[config.mk]
export PLATFORM = sky130hd
export DESIGN_NAME = dac_serializer
export DESIGN_NICKNAME = d
export VERILOG_FILES = /design/src/rtl/dac_serializer.sv
export SDC_FILE = /design/constraint.sdc
export NUM_CORES = 1
export LEC_CHECK = 0
export BUFFER_PORTS_ARGS = -buffer_cell sky130_fd_sc_hd__buf_4
export CORE_MARGIN = 1
export CORE_UTILIZATION = 64
export CTS_CLUSTER_DIAMETER = 120
export DETAILED_ROUTE_END_ITERATION = 12
export GPL_TIMING_DRIVEN = 0
export PLACE_DENSITY = 0.9
export SLEW_MARGIN = 10
export SYNTH_ARGS = -nofsm -noshare
export SYNTH_HDL_FRONTEND = slang
export SYNTH_SLANG_ARGS = --single-unit
[constraint.sdc]
create_clock -name clk -period 7.7 [get_ports clk]
set_input_delay 1.155 -clock clk [delete_from_list [all_inputs] [get_ports clk]]
set_output_delay 1.155 -clock clk [all_outputs]
set_load 0.1 [all_outputs]
[src/rtl/dac_serializer.sv]
// Serializes X/Y sin-cos samples as two 24-bit SPI (mode 0) DAC frames per transaction.
// Define DAC_SERIALIZER_OVR_CNT_EN to build the pending-overwrite counter on ovr_cnt.
module dac_serializer #(
  parameter int unsigned CLK_DIV = 2,
  parameter logic [3:0]  CMD     = 4'b0011
) (
  input  logic               clk,
  input  logic               rst,
  input  logic signed [16:0] x_in,
  input  logic signed [16:0] y_in,
  input  logic               sample_valid,
  output logic               sclk,
  output logic               mosi,
  output logic               cs_n,
  output logic               busy,
  output logic [7:0]         ovr_cnt
);

  typedef enum logic [1:0] {IDLE, SETUP, SHIFT, GAP} state_t;

  localparam logic [8:0] LP_HALF_LAST = 9'(CLK_DIV - 1);
  localparam logic [8:0] LP_GAP_LAST  = 9'(2 * CLK_DIV - 1);

  function automatic logic [15:0] f_offset(input logic signed [16:0] s);
    if (s[16] != s[15]) return s[16] ? 16'h0000 : 16'hFFFF;
    return {~s[15], s[14:0]};
  endfunction

  function automatic logic [23:0] f_frame(input logic ch, input logic [15:0] code);
    return {CMD, 3'b000, ch, code};
  endfunction

  state_t      r_state;
  logic [8:0]  r_cnt;
  logic [4:0]  r_bit;
  logic        r_hi;
  logic        r_ch;
  logic [23:0] r_shift;
  logic [15:0] r_act_x, r_act_y;
  logic [15:0] r_pend_x, r_pend_y;
  logic        r_pend_full;
  logic        r_sclk, r_mosi, r_cs_n, r_busy;

  logic [15:0] w_x_code, w_y_code;
  logic [15:0] w_nx_x, w_nx_y;
  logic        w_half_end;
  logic        w_last_ygap;

  assign w_x_code    = f_offset(x_in);
  assign w_y_code    = f_offset(y_in);
  assign w_half_end  = (r_cnt == LP_HALF_LAST);
  assign w_last_ygap = (r_state == GAP) && r_ch && (r_cnt == LP_GAP_LAST);
  // At the end of a Y gap a pending pair takes priority over a same-cycle strobe.
  assign w_nx_x      = r_pend_full ? r_pend_x : w_x_code;
  assign w_nx_y      = r_pend_full ? r_pend_y : w_y_code;

  always_ff @(posedge clk or posedge rst) begin
    if (rst) begin
      r_state     <= IDLE;
      r_cnt       <= '0;
      r_bit       <= '0;
      r_hi        <= 1'b0;
      r_ch        <= 1'b0;
      r_shift     <= '0;
      r_act_x     <= '0;
      r_act_y     <= '0;
      r_pend_x    <= '0;
      r_pend_y    <= '0;
      r_pend_full <= 1'b0;
      r_sclk      <= 1'b0;
      r_mosi      <= 1'b0;
      r_cs_n      <= 1'b1;
      r_busy      <= 1'b0;
    end else begin
      case (r_state)
        IDLE: begin
          if (sample_valid) begin
            r_act_x <= w_x_code;
            r_act_y <= w_y_code;
            r_ch    <= 1'b0;
            r_shift <= f_frame(1'b0, w_x_code);
            r_mosi  <= CMD[3];
            r_cs_n  <= 1'b0;
            r_busy  <= 1'b1;
            r_cnt   <= '0;
            r_state <= SETUP;
          end
        end
        SETUP: begin
          if (w_half_end) begin
            r_cnt   <= '0;
            r_bit   <= '0;
            r_hi    <= 1'b1;
            r_sclk  <= 1'b1;
            r_state <= SHIFT;
          end else begin
            r_cnt <= r_cnt + 9'd1;
          end
        end
        SHIFT: begin
          if (w_half_end) begin
            r_cnt <= '0;
            if (r_hi) begin
              r_hi   <= 1'b0;
              r_sclk <= 1'b0;
              if (r_bit != 5'd23) begin
                r_shift <= {r_shift[22:0], 1'b0};
                r_mosi  <= r_shift[22];
              end
            end else if (r_bit == 5'd23) begin
              r_cs_n  <= 1'b1;
              r_mosi  <= 1'b0;
              r_state <= GAP;
            end else begin
              r_bit  <= r_bit + 5'd1;
              r_hi   <= 1'b1;
              r_sclk <= 1'b1;
            end
          end else begin
            r_cnt <= r_cnt + 9'd1;
          end
        end
        GAP: begin
          if (r_cnt == LP_GAP_LAST) begin
            r_cnt <= '0;
            if (!r_ch) begin
              r_ch    <= 1'b1;
              r_shift <= f_frame(1'b1, r_act_y);
              r_mosi  <= CMD[3];
              r_cs_n  <= 1'b0;
              r_state <= SETUP;
            end else if (r_pend_full || sample_valid) begin
              r_act_x <= w_nx_x;
              r_act_y <= w_nx_y;
              r_ch    <= 1'b0;
              r_shift <= f_frame(1'b0, w_nx_x);
              r_mosi  <= CMD[3];
              r_cs_n  <= 1'b0;
              r_state <= SETUP;
            end else begin
              r_busy  <= 1'b0;
              r_state <= IDLE;
            end
          end else begin
            r_cnt <= r_cnt + 9'd1;
          end
        end
        default: r_state <= IDLE;
      endcase

      if ((r_state != IDLE) && sample_valid && !w_last_ygap) begin
        r_pend_x    <= w_x_code;
        r_pend_y    <= w_y_code;
        r_pend_full <= 1'b1;
      end else if (w_last_ygap && r_pend_full) begin
        r_pend_full <= sample_valid;
        if (sample_valid) begin
          r_pend_x <= w_x_code;
          r_pend_y <= w_y_code;
        end
      end
    end
  end

  assign sclk = r_sclk;
  assign mosi = r_mosi;
  assign cs_n = r_cs_n;
  assign busy = r_busy;

`ifdef DAC_SERIALIZER_OVR_CNT_EN
  logic [7:0] r_ovr_cnt;

  always_ff @(posedge clk or posedge rst) begin
    if (rst) begin
      r_ovr_cnt <= '0;
    end else if ((r_state != IDLE) && sample_valid && !w_last_ygap && r_pend_full
                 && (r_ovr_cnt != '1)) begin
      r_ovr_cnt <= r_ovr_cnt + 8'd1;
    end
  end

  assign ovr_cnt = r_ovr_cnt;
`else
  assign ovr_cnt = '0;
`endif

endmodule

Word level (Yosys, flattened, before mapping) --
Cells that the tools add are included.
Word-level totals: bits in latches 0, output and inout bits 12, memory bits (read-only) 0, input port bits 37, word-level logic and storage cells 148, register bits after elaboration 94, bits in writable memories 0, memories kept 0
Cells by class: equal/unequal tests 25, magnitude comparators 0, reductions and logical operators 26, divide/modulo/power cells 0, bitwise logic cells 2, $mul 0, add/subtract/negate cells 2, shift operators 0, mux-type cells 79
Operators by type and width (count):
- $mux W16 | 17
- $mux W23 | 7
- $pmux W23 S3 | 1
- $pmux W16 S2 | 1
- $mux W1 | 31
- $mux W9 | 3
- $pmux W9 S3 | 1
- $reduce_and A7 Y1 | 3
- $mux W5 | 4
- $ne A2 B2 Y1 const B | 10
- $reduce_and A5 Y1 | 3
- $mux W2 | 6
- $pmux W5 S2 | 1
- $reduce_bool A2 Y1 | 5
- $add A9 B1 Y9 const B | 1
- $eq A9 B1 Y1 const B | 1
- $eq A9 B2 Y1 const B | 1
- $ne A3 B3 Y1 const B | 3
- $pmux W1 S2 | 4
- $pmux W2 S4 | 1
- $pmux W1 S3 | 2
- $reduce_and A3 Y1 | 2
- $reduce_and A6 Y1 | 1
- $add A5 B1 Y5 const B | 1
- other kinds (16) | 24

Longest topological paths before layout --
Gate-level depths: netlist of the first run.
depth after elaboration 8, gate-level depth with buffers 8, depth with buffers taken out 6

Worst setup path before layout of the first run --
OpenSTA, ideal clock, no wires.
path type input -> register, start input port sample_valid, end register r_shift[1], buffers on the path 3, setup time 0.125 ns, stages 7, data required time 7.575 ns, arrival 2.779 ns, path slack 4.796 ns, path through buf_2 > nor2_1 > a311o_1 > nor4b_2 > buf_4 > buf_4 > mux2_2
Between the ends: longest elaborated chain between the ends 3, elaborated cells between the ends (all ways) 4, classes of those cells eq/ne: 2; reduce/logical: 2
RTL lines:
- start, declared | line 11 | input logic sample_valid,
- $logic_or A1 B1 Y1 | line 132 | end else if (r_pend_full || sample_valid) begin
- $ne A3 B2 Y1 (no line)
- $reduce_and A7 Y1 (no line) *
- end signal, assigned | line 107 | r_shift <= {r_shift[22:0], 1'b0};
- end signal, assigned | line 128 | r_shift <= f_frame(1'b1, r_act_y);
- end signal, assigned | line 136 | r_shift <= f_frame(1'b0, w_nx_x);
- end, declared | line 38 | logic [23:0] r_shift;
Every way passes the cells marked *; elsewhere a longest branch is shown, timed or not. A chain may end at the register's enable or synchronous reset.

Final worst setup path of the first run --
start register r_state[1], end register r_act_y[6]
Between the ends: longest elaborated chain between the ends 3, elaborated cells between the ends (all ways) 9, classes of those cells eq/ne: 5; mux: 1; reduce/logical: 3
RTL lines:
- start, declared | line 33 | state_t r_state;
- start signal, assigned | line 59 | r_state <= IDLE;
- start signal, assigned | line 86 | r_state <= SETUP;
- start signal, assigned | line 95 | r_state <= SHIFT;
- $eq A2 B2 Y1 or $logic_not A2 Y1 (tied branches) | line 75 | case (r_state)
- $ne A2 B1 Y1 (no line) (tied with other cells)
- $reduce_and A5 Y1 (no line)
- end signal, assigned | line 79 | r_act_y <= w_y_code;
- end signal, assigned | line 134 | r_act_y <= w_nx_y;
- end, declared | line 39 | logic [15:0] r_act_x, r_act_y;
Parallel ways exist; a longest one is shown, timed or not.

==> results.tsv, run 1 <==
stage	metric	value	unit
outcome	run_status	finished, final reports clean	
route	dr.pass1.iters	7	
global_route	grt_pass1_wl	20100	um
floorplanning	die-area	8450	sq um
clock_tree	cts_max_level	3	
synth	synthAdderAreaFrac	3.14	%
final_layout	finalCoreUtilization	75.9	%
sta	fin_setup_tns	0	ns
synth	yosysWarnings	0	
synth	synth.area.top_cells	dfrtp_1 45%, mux2_2 10%, mux2_1 3.7%	
synth	ys_top_cells_by_count	93 x dfrtp_1, 48 x mux2_2, 31 x o21ai_0, 30 x inv_1, 22 x a21oi_1	
final_layout	final_cells	639	
sta	period_minus_slack	2.97	ns
route	drt_wl_total	11900	um
floorplanning	die_w	91.9	um
floorplanning	ios	49	
setup_path	startpoint_type	register	
synth	ys_seq_area_share	45.5	%
route	viasPerCell	6.38	
sta	fin_crit_sh	38.5	%
clock_tree	cts-root-buf	clkbuf_8	
synth	async_flop_share	100	%
clock_tree	clk_pin_slew_worst_paths	0.10	ns
route	route.detailed.drc	0	
sta	fmax	337	MHz
global_route	grt_max_degree	52	
synth	yosysTopAreaCell	dfrtp_1	
synth	synth_compound_area_share	18.4	%
route	vias	4079	
final_layout	antenna_cells	0	
final_layout	num-fill-cells	508	
route	drtIter0Drc	334	
place	gp_congestion	0.869	
synth	synth.area.mux_share	17.8	%
sta	final_max_slew_viol_count	0	
synth	yosys.area_share.simple	8.10	%
synth	synth_top_family_by_area	compound AO/OA/AOI/OAI gates	
synth	ys_seq_elements	94	
flow_run	maxCapViolations	0	
global_route	antenna_found_initial	0	
clock_tree	clockBufferDepth	2	
setup_path	r2r_end	r_act_y[6]$_DFFE_PP0P_	
min_path	hp-class	register to register	
setup_path	end_kind	register	
global_route	grt.overflow.total	0	
sta	tightest_slew	0.753	ns
final_layout	finalNetCount	582	
final_layout	syn_to_final_growth	13.9	%
setup_path	regToRegStartpoint	r_state[1]$_DFFE_PP0P_	
sta	setup_violations	0	
synth	synth_area_per_cell	10.9	sq um
synth	yosysMostFrequentCell	dfrtp_1	
power	p_leak	0.00261	uW
place	numPortBuffers	39	
clock_tree	cts_tree	done	
synth	syn_inst	474	
sta	fin_skew	0.00953	ns
setup_path	crit_fanout	10	
setup_path	worstSetupStartpoint	r_state[1]$_DFFE_PP0P_	
clock_tree	cts_buffers	9	
synth	synth_edf_count	0	
synth	synth_area	5170	sq um
sta	rsz0062_at_grt	no	
final_layout	drive_gt1_share	24.6	%
global_route	grt_usage	30.6	%
setup_path	crit_arrival	3.21	ns
power	p_per_area	186	nW/um^2
synth	synth_xor_area_share	0.508	%
synth	synth_cell_type_count	66	
floorplanning	initial_utilization	66.6	%
route	ant_nets	0	
floorplanning	rows	32	
clock_tree	clock_latency	0.36	ns
clock_tree	cts_setup_buffers	0	
setup_path	crit_required	7.95	ns
place	placed_cells	623	
setup_path	reg2reg_slack	4.73	ns
floorplanning	die_h	91.9	um
setup_path	criticalPathCategory	register to register	
synth	synth_ff_type	dfrtp_1	
synth	yosysTopAreaCellShare	45.0	%
place	post-dp-hpwl	8270	um
route	avgRoutedWirePerCell	18.6	um
setup_path	crit_path_end	r_act_y[6]$_DFFE_PP0P_	
clock_tree	cts.sinks	94	
floorplanning	core	7770	sq um
global_route	grt_pass1_vias	4124	
setup_path	reg2regPathDepth	7	
clock_tree	postCtsHoldBufs	0	
power	peakVddDrop	125	uV
sta	hold_violations	0	
sta	relSlewSlack	49.3	%
clock_tree	cts_resized	0	
cell families (layout without fill, tap and decap cells):
| group | Yosys count | in the layout |
|---|---|---|
| AOI/OAI and AO/OA | 133 | 133 |
| xor gates and xnor gates | 3 | 3 |
| adders and majority gates | 13 | 13 |
| buffers and inverters | 72 | 128 |
| DFF | 94 | 94 |
| muxes | 84 | 84 |
| other | 1 | 8 |
| and+or+nand+nor | 74 | 74 |
cell type report:
cell class / instances / area [sq um] / area share, %
multi-input cells: 315 / 2510 / 42.6
flip-flops and latches: 94 / 2350 / 39.9
repair buffers: 40 / 320 / 5.43
plain buffers: 41 / 218 / 3.69
well taps: 102 / 128 / 2.17
clock buffers: 9 / 124 / 2.10
clock inverters: 7 / 120 / 2.04
inverters: 31 / 119 / 2.02
where the power goes:
group          leakage, uW  switching (uW)  internal (uW)
combinational      0.00136            80.6           67.1
clock             0.000126             181            218
sequential         0.00112            22.0            529
total              0.00261             284            814
placed cells by master (no fill, tap or decap), drive strengths merged, types with 6 or more instances in the layout:
cell / instances
clkbuf: 29
nand3: 13
dfrtp: 93
buf: 61
inv: 32
mux2: 65
a21oi: 22
ha: 13
o21ai: 34
o21a: 15
nand2: 19
a222oi: 15
o31ai: 6
mux2i: 19
conb: 8
o211ai: 6
metrics by stage:
stage               hold slack, ns  total power [uW]  instance area, sq um  setup slack (ns)
floorplan                    0.457               658                  5200              4.10
global placement             0.467               691                  5620              3.13
detailed placement           0.475               704                  5650              4.56
CTS                          0.497              1100                  5890              4.78
global route                 0.516              1140                  5890              4.59
finish                       0.496              1100                  5890              4.73
worst min-delay path by stage:
stage                                  start                        to  slack [ns]  cells past startpoint
finish               r_pend_y[8]$_DFFE_PP0P_   r_pend_y[8]$_DFFE_PP0P_        0.50                      1
floorplan             r_shift[0]$_DFFE_PP0P_    r_shift[0]$_DFFE_PP0P_        0.46                      1
global route         r_pend_y[6]$_DFFE_PP0P_   r_pend_y[6]$_DFFE_PP0P_        0.52                      1
detailed placement  r_pend_y[11]$_DFFE_PP0P_  r_pend_y[11]$_DFFE_PP0P_        0.48                      1
global placement     r_pend_y[6]$_DFFE_PP0P_   r_pend_y[6]$_DFFE_PP0P_        0.47                      1
CTS                 r_pend_y[11]$_DFFE_PP0P_  r_pend_y[11]$_DFFE_PP0P_        0.50                      1
worst max-delay path, stage by stage, from the launching register on:
cell and delay [ns]:
dfrtp_1 0.43, ha_1 0.27, clkbuf_1 0.43, and2_1 0.22, clkbuf_1 0.37, buf_1 0.43, mux2_2 0.40, mux2_1 0.29
sequential cells by signal (all words and copies together) (netlist names), 2 cells and up:
register	cells
r_pend_x	16
r_cnt	9
r_state	2
r_pend_y	16
r_shift	23
r_bit	5
r_act_y	16
layer usage:
layer  wire length [um]  part of all wire (%)  track usage, %
met3                595                   5.0            3.98
met4                494                   4.2            18.1
met5                  0                     0               0
met2               5970                    50            51.3
met1               4820                    41            37.8
(Power assumes the default switching activity.)
==> inputs of run 2 (changes only) <==
- CORE_UTILIZATION: 64 -> 60
- PLACE_DENSITY: 0.9 -> 0.86
- clock period: 7.7 -> 3.1 ns (I/O delays scaled with it)
==> results.tsv, run 2 (synthesis gave the netlist of run 1 again) <==
stage	metric	value	unit
sta	rsz0062_at_grt	no	
final_layout	final_cells	642	
final_layout	antenna_cells	0	
clock_tree	clock_latency	0.36	ns
global_route	grt_usage	28.0	%
clock_tree	cts_tree	done	
sta	fin_setup_tns	0	ns
clock_tree	cts.sinks	94	
power	p_per_area	464	nW/um^2
final_layout	finalNetCount	582	
final_layout	layout.cells.most_common	dfrtp_1	
floorplanning	die_w	94.9	um
clock_tree	cts_buffers	9	
route	drt_wl_total	11600	um
outcome	run_status	finished, final reports clean	
setup_path	reg2reg_slack	0.20	ns
place	gp_congestion	0.866	
clock_tree	postCtsHoldBufs	0	
min_path	hp-class	primary input to async pin	
power	switching_share	25.4	%
route	vias	4025	
flow_run	maxCapViolations	0	
final_layout	largest_reg_flops	23	
clock_tree	cts_max_level	3	
sta	setup_violations	0	
route	dr.pass1.iters	6	
route	avgRoutedWirePerCell	18.1	um
final_layout	drive_gt1_share	24.6	%
floorplanning	core	8300	sq um
floorplanning	initial_utilization	62.3	%
sta	period_minus_slack	2.90	ns
sta	final_max_slew_viol_count	0	
sta	tightest_slew	0.840	ns
setup_path	end_kind	register	
global_route	grt_pass1_vias	4088	
setup_path	r2r_end	r_act_y[6]$_DFFE_PP0P_	
route	viasPerCell	6.27	
clock_tree	clk_pin_slew_worst_paths	0.10	ns
place	post-dp-hpwl	8190	um
clock_tree	cts_resized	0	
power	p_int	2040	uW
final_layout	top_register	r_shift	
setup_path	crit_arrival	3.16	ns
final_layout	final_area	5910	sq um
power	p_clk_share	36.8	%
power	seqPwrFrac	49.9	%
setup_path	crit_fanout	10	
sta	hold_violations	0	
sta	fmax	344	MHz
power	peakVddDrop	457	uV
place	placed_cells	626	
global_route	grt_max_degree	62	
clock_tree	cts_setup_buffers	0	
place	postPlaceCellArea	5650	sq um
setup_path	regToRegStartpoint	r_state[0]$_DFFE_PP0P_	
power	switching_power	695	uW
final_layout	layout_common_cells	93 x dfrtp_1, 50 x buf_4, 48 x mux2_2	
clock_tree	cts-root-buf	clkbuf_8	
setup_path	worstSetupStartpoint	r_state[0]$_DFFE_PP0P_	
route	drtIter0Drc	268	
power	p_leak	0.00261	uW
sta	relSlewSlack	43.5	%
route	ant_nets	0	
final_layout	num-fill-cells	582	
clock_tree	clockBufferDepth	2	
route	route.detailed.drc	0	
power	p_comb_share	13.3	%
sta	fin_crit_sh	93.7	%
global_route	antenna_found_initial	0	
floorplanning	die_h	94.9	um
floorplanning	die-area	9000	sq um
global_route	grt_pass1_wl	19300	um
floorplanning	ios	49	
global_route	grt.overflow.total	0	
floorplanning	rows	33	
setup_path	crit_path_end	r_act_y[6]$_DFFE_PP0P_	
sta	fin_skew	0.0143	ns
final_layout	syn_to_final_growth	14.2	%
setup_path	crit_required	3.35	ns
setup_path	reg2regPathDepth	7	
setup_path	criticalPathCategory	register to register	
place	numPortBuffers	39	
setup_path	startpoint_type	register	
==> run 2: final cells by class <==
cell class | instances | area (sq um) | share of cell area [%]
Multi-Input combinational cell | 315 | 2510 | 42.5
Clock inverter | 6 | 116 | 1.97
Buffer | 41 | 218 | 3.68
Sequential cell | 94 | 2350 | 39.8
Tap cell | 105 | 131 | 2.22
Inverter | 31 | 119 | 2.01
Timing Repair Buffer | 40 | 320 | 5.42
Clock buffer | 10 | 138 | 2.33
==> run 2: worst min path at each step <==
stage                             from                 endpoint  cells after the start
6_report                           rst     r_cnt[5]$_DFFE_PP0N_                      2
2_1_floorplan   r_shift[0]$_DFFE_PP0P_   r_shift[0]$_DFFE_PP0P_                      1
4_1_cts                            rst   r_state[0]$_DFFE_PP0P_                      2
3_5_place_dp   r_pend_y[1]$_DFFE_PP0P_  r_pend_y[1]$_DFFE_PP0P_                      1
3_3_place_gp   r_pend_y[1]$_DFFE_PP0P_  r_pend_y[1]$_DFFE_PP0P_                      1
5_1_grt                            rst     r_cnt[5]$_DFFE_PP0N_                      2
==> run 2: power groups by stage <==
| stage | registers [uW] | logic [uW] | clock network [uW] |
|---|---|---|---|
| global placement | 1380 | 340 | 0 |
| global route | 1380 | 400 | 1070 |
| CTS | 1370 | 366 | 1020 |
| detailed placement | 1390 | 363 | 0 |
| finish | 1370 | 364 | 1010 |
| floorplan | 1370 | 267 | 0 |
==> run 2: routing by layer <==
metal  part of all wire (%)  wire length, um  GRT usage (%)
met1                     41             4750           33.0
met2                     53             6150           50.7
met3                    3.9              455           4.59
met4                    2.3              272           10.9
met5                      0                0              0
==> run 2: worst max-delay path, cell delays in order (launching register included) <==
cell and delay [ns]:
dfrtp_1 0.41, ha_1 0.25, clkbuf_1 0.39, and2_1 0.19, clkbuf_1 0.36, buf_1 0.50
mux2_2 0.41, mux2_1 0.28
==> run 2: per-stage QoR <==
step	hold WS [ns]	total power [uW]	util (%)	worst slack (ns)
6_report	0.120	2740	71.2	0.196
3_3_place_gp	0.468	1720	67.8	-0.842
2_1_floorplan	0.457	1640	-	0.188
3_5_place_dp	0.479	1750	68.1	0.245
4_1_cts	0.129	2750	71.2	0.199
5_1_grt	0.149	2850	71.2	0.0165
